[src/rtl/packet_scheduler.sv]
// packet_scheduler: data-island packet arbiter; strict-priority requester 0
// with a consecutive-grant cap, round-robin among the remaining requesters.
module packet_scheduler #(
  parameter int                 NUM_REQ        = 4,
  parameter logic [NUM_REQ-1:0] INFOFRAME_MASK = 4'b1100,
  parameter int                 MAX_CONSEC     = 4
) (
  input  logic               clk_pixel,
  input  logic               reset_n,
  input  logic               data_island_period,
  input  logic               frame_pulse,
  input  logic [NUM_REQ-1:0] req,
  output logic [2:0]         sel,
  output logic               sel_valid,
  output logic [NUM_REQ-1:0] ack,
  output logic [4:0]         counter
);

  typedef enum logic {IDLE, SEND} state_t;

  localparam logic [3:0] CAP  = 4'(MAX_CONSEC);
  localparam logic [2:0] LAST = 3'(NUM_REQ - 1);

  state_t             state;
  logic [NUM_REQ-1:0] pending;
  logic [NUM_REQ-1:0] clr;
  logic [NUM_REQ-1:0] eff;
  logic [2:0]         ptr;
  logic [2:0]         ptr_nx;
  logic [2:0]         arb_sel;
  logic [3:0]         consec;
  logic [3:0]         consec_nx;
  logic               done;
  logic               arb_valid;
  logic               found;
  logic               cap_hit;

  // Completion bookkeeping, visible to the arbiter in the same cycle
  always_comb begin
    done = data_island_period && counter == 5'd31 && sel_valid;
    clr  = '0;
    for (int i = 0; i < NUM_REQ; i++)
      clr[i] = done && sel == 3'(i);
    ptr_nx    = ptr;
    consec_nx = consec;
    if (done) begin
      if (sel == 3'd0) begin
        consec_nx = (consec >= CAP) ? CAP : consec + 4'd1;
      end else begin
        consec_nx = '0;
        ptr_nx    = (sel == LAST) ? 3'd1 : sel + 3'd1;
      end
    end
  end

  always_comb begin
    eff       = req | (pending & ~clr);
    cap_hit   = consec_nx == CAP && |eff[NUM_REQ-1:1];
    arb_valid = |eff;
    arb_sel   = '0;
    found     = 1'b0;
    if (!eff[0] || cap_hit) begin
      // two passes: pointer..N-1, then 1..pointer-1
      for (int i = 1; i < NUM_REQ; i++)
        if (!found && eff[i] && 3'(i) >= ptr_nx) begin
          arb_sel = 3'(i);
          found   = 1'b1;
        end
      for (int i = 1; i < NUM_REQ; i++)
        if (!found && eff[i]) begin
          arb_sel = 3'(i);
          found   = 1'b1;
        end
    end
  end

  always_ff @(posedge clk_pixel or negedge reset_n) begin
    if (!reset_n) begin
      state     <= IDLE;
      sel       <= '0;
      sel_valid <= 1'b0;
      ack       <= '0;
      counter   <= '0;
      pending   <= '0;
      ptr       <= 3'd1;
      consec    <= '0;
    end else begin
      ack     <= clr;
      pending <= (pending & ~clr)
               | (frame_pulse ? INFOFRAME_MASK : '0);
      ptr     <= ptr_nx;
      consec  <= consec_nx;
      unique case (state)
        IDLE:    if (data_island_period) state <= SEND;
        SEND:    if (!data_island_period) state <= IDLE;
        default: state <= IDLE;
      endcase
      if (data_island_period) begin
        counter <= counter + 5'd1;
        if (counter == 5'd31) begin
          sel       <= arb_sel;
          sel_valid <= arb_valid;
        end
      end else begin
        counter   <= '0;
        sel       <= arb_sel;
        sel_valid <= arb_valid;
      end
    end
  end

endmodule

[config.mk]
export PLATFORM = sky130hd
export DESIGN_NAME = packet_scheduler
export DESIGN_NICKNAME = d
export VERILOG_FILES = /design/src/rtl/packet_scheduler.sv
export SDC_FILE = /design/constraint.sdc
export NUM_CORES = 1
export LEC_CHECK = 0
export BUFFER_PORTS_ARGS = -buffer_cell sky130_fd_sc_hd__buf_2
export CAP_MARGIN = 20
export CORE_UTILIZATION = 55
export DETAILED_ROUTE_END_ITERATION = 12
export HOLD_SLACK_MARGIN = 0.08
export PLACE_DENSITY_LB_ADDON = 0.08
export RECOVER_POWER = 50
export SKIP_CTS_REPAIR_TIMING = 1
export SYNTH_ARGS = -nofsm -noshare
export SYNTH_HDL_FRONTEND = slang
export SYNTH_SLANG_ARGS = --single-unit
[constraint.sdc]
create_clock -name clk_pixel -period 4.4 [get_ports clk_pixel]
set_input_delay 0.44 -clock clk_pixel [delete_from_list [all_inputs] [get_ports clk_pixel]]
set_output_delay 0.44 -clock clk_pixel [all_outputs]
set_load 0.05 [all_outputs]
==> results.json <==
{
  "run_status": "complete, no violations",
  "syn-num-nets": 115,
  "synthArstFlopShare": 1.000,
  "critPathRequiredTime_ns": 4.61,
  "max_freq_mhz": 437.5,
  "ys_warn_count": 0,
  "reg2reg_slack_ns": 2.11,
  "antenna_found_initial": 0,
  "synth_common_cells": "dfrtp_1 (22), inv_1 (11), and2_1 (7), ha_1 (7)",
  "clock_latency_ns": 0.31,
  "synth_area_sq_mm": 0.001119,
  "core_sq_mm": 0.001821,
  "crit_family": "simple AND/OR/NAND/NOR gates",
  "ys_ff_latch": 23,
  "critPathMostFrequentCell": "ha_1",
  "clkTransAtPathRegs_ns": 0.11,
  "yosys-top-cells-area": "dfrtp_1 (49%), ha_1 (7.8%), and2_1 (3.9%)",
  "die_h_um": 47.10,
  "cts_root_buffer": "clkbuf_4",
  "grt_pass1_vias": 680,
  "wl_per_cell_um": 13.35,
  "finalSetupViolCount": 0,
  "synth.largest_area_cell": "dfrtp_1",
  "drtAntennaViolNets": 0,
  "cts.sinks": 23,
  "htreeDepth": 1,
  "reg2reg_from": "counter[0]",
  "cts_tree": "yes",
  "synth-edff-count": 0,
  "port-buffer-count": 19,
  "antenna_cells": 0,
  "end_kind": "flip-flop",
  "detail_route.wirelength_um": 1949,
  "grt_pass1_wl_um": 3042,
  "post-synth-top-count-cell": "dfrtp_1",
  "final_nets": 137,
  "start_util": 0.6144,
  "hold_viol_final": 0,
  "critPathKind": "flip-flop to flip-flop",
  "clock_path_buffers": 2,
  "finClkSkew_ns": 0.001615,
  "post-dp-hpwl_um": 1482,
  "finalMaxSlewViolations": 0,
  "rows": 15,
  "grt_overflow": 0,
  "drive_above_1_share": 0.2314,
  "routabilityCongestion": 0.7595,
  "min_from": "frame_pulse",
  "avgSynthCellArea_sq_um": 11.19,
  "drtIter0Drc": 7,
  "drt-vias-per-instance": 5.212,
  "crit_buf_inv": 0,
  "fin_crit_ns": 2.285,
  "synth_top_area_frac": 0.4922,
  "leakagePower_nw": 0.6636,
  "track_usage": 0.2095,
  "maxCapViolCount": 0,
  "start_kind": "flip-flop",
  "cts-buffers-inserted": 3,
  "crit_arrival_ns": 2.50,
  "crit_start": "counter[0]",
  "synth-seq-area-share": 0.5157,
  "synth_cells": 100,
  "worstMarginPinSlew_ns": 1.165,
  "dr.pass1.iters": 4,
  "setup_tns_ns": 0,
  "cpPeakStageDelay_ns": 0.43,
  "cp_max_fo": 7,
  "rsz0062_at_grt": "false",
  "drc": 0,
  "timing.final.crit_share": 0.5194,
  "io_pins": 21,
  "crit_chain": "ha_1, and3_1, ha_1, and4b_4, o32ai_4, mux2i_1, or2_0, a32o_1",
  "hold_ws_ns": 0.3150,
  "p_per_area_mw_per_mm2": 286.9,
  "relSlewSlack": 0.2233,
  "synth_ff_type": "dfrtp_1",
  "die-area_sq_mm": 0.002218,
  "cpMaxStageDelayCell": "dfrtp_1",
  "dieWidth_um": 47.10,
  "grt_start_max_net_pins": 24,
  "synthDistinctLibCells": 38,
  "vias": 761,
  "area_growth_syn_to_layout_pct": 11.97,
  "setup_slack_ns": 2.115,
  "dpl_worst_slack_ns": 2.139,
  "min_path_type": "primary input to flip-flop",
  "max-vdd-ir-drop_v": 0.0002088
}
[per-stage QoR]
step / util / cells / cell area, sq um / power [mW]
after global placement: 0.6756 / 142 / 1230 / 0.2685
after CTS: 0.6900 / 146 / 1256 / 0.3618
after floorplan: - / 100 / 1119 / 0.2551
after detailed placement: 0.6756 / 142 / 1230 / 0.2695
final: 0.6880 / 146 / 1252 / 0.3593
after global routing: 0.6880 / 146 / 1252 / 0.3747
[kinds of logic (layout without fill, tap and decap cells)]
group,count (synthesis),in the layout,share of synthesized area
flip-flops,23,23,0.5157
AND/OR/NAND/NOR,33,33,0.1678
AO/OA/AOI/OAI,17,17,0.1331
adder cells (fa/ha/maj),7,7,0.07830
buffers and inverters,14,35,0.05368
XOR/XNOR,2,2,0.01566
multiplexers,3,3,0.03243
other,1,1,0.003352
[worst reg2reg max path, delay by kind of cell (launching register included)]
kind | cells | cell delay [ns]
compound gates | 2 | 0.48
fa+ha+maj | 2 | 0.49
flops | 1 | 0.43
mux | 1 | 0.13
simple gates | 3 | 0.67
[routing by layer]
layer / up-vias / routed length (um) / GRT usage / share of wire
li1: 380 / - / - / -
met1: 357 / 897 / 0.2562 / 0.46
met2: 20 / 922 / 0.3472 / 0.47
met3: 4 / 75 / 0.02692 / 0.038
met4: 0 / 53 / 0.1371 / 0.027
met5: - / 0 / 0 / 0
[cell usage in the layout, fill, tap and decap left out, types with 4 or more instances in the layout]
cell      netlist  routed
buf_2           0      16
nand3_1         4       4
ha_1            7       7
dfrtp_1        22      22
and2_1          7       5
clkbuf_1        0       4
inv_1          11      11
nand2_1         5       5
nor2_1          5       5
[final timing paths]
path / end / cells after the start
max in group asynchronous: pending[0] / 1
min in group asynchronous: counter[1] / 1
worst min register to register: pending[3] / 1
worst max-delay path: sel[0] / 8
worst max register to register: sel[0] / 8
worst min-delay path: pending[2] / 2
[layout make-up]
cell class,instances,area [sq um]
tap,25,31.28
fill,146,568.0
inverter,12,45.04
sequential,23,576.8
multi-input combinational,63,481.7
clock buffer,4,26.28
timing repair buffer,19,91.34
[where the power goes]
part	switching (mW)	leakage (nW)	internal (mW)	total [mW]
sequential	0.00447	0.291	0.215	0.220
clock	0.0592	0.0150	0.0354	0.0947
combinational	0.0320	0.358	0.0129	0.0450
total	0.0958	0.664	0.264	0.359
[registers in the layout (all words and copies together), names as in the netlist]
name,flops
ack,4
consec,4
sel,2
sel_valid,1
counter,5
ptr,3
pending,4
(Power assumes the default switching activity.)
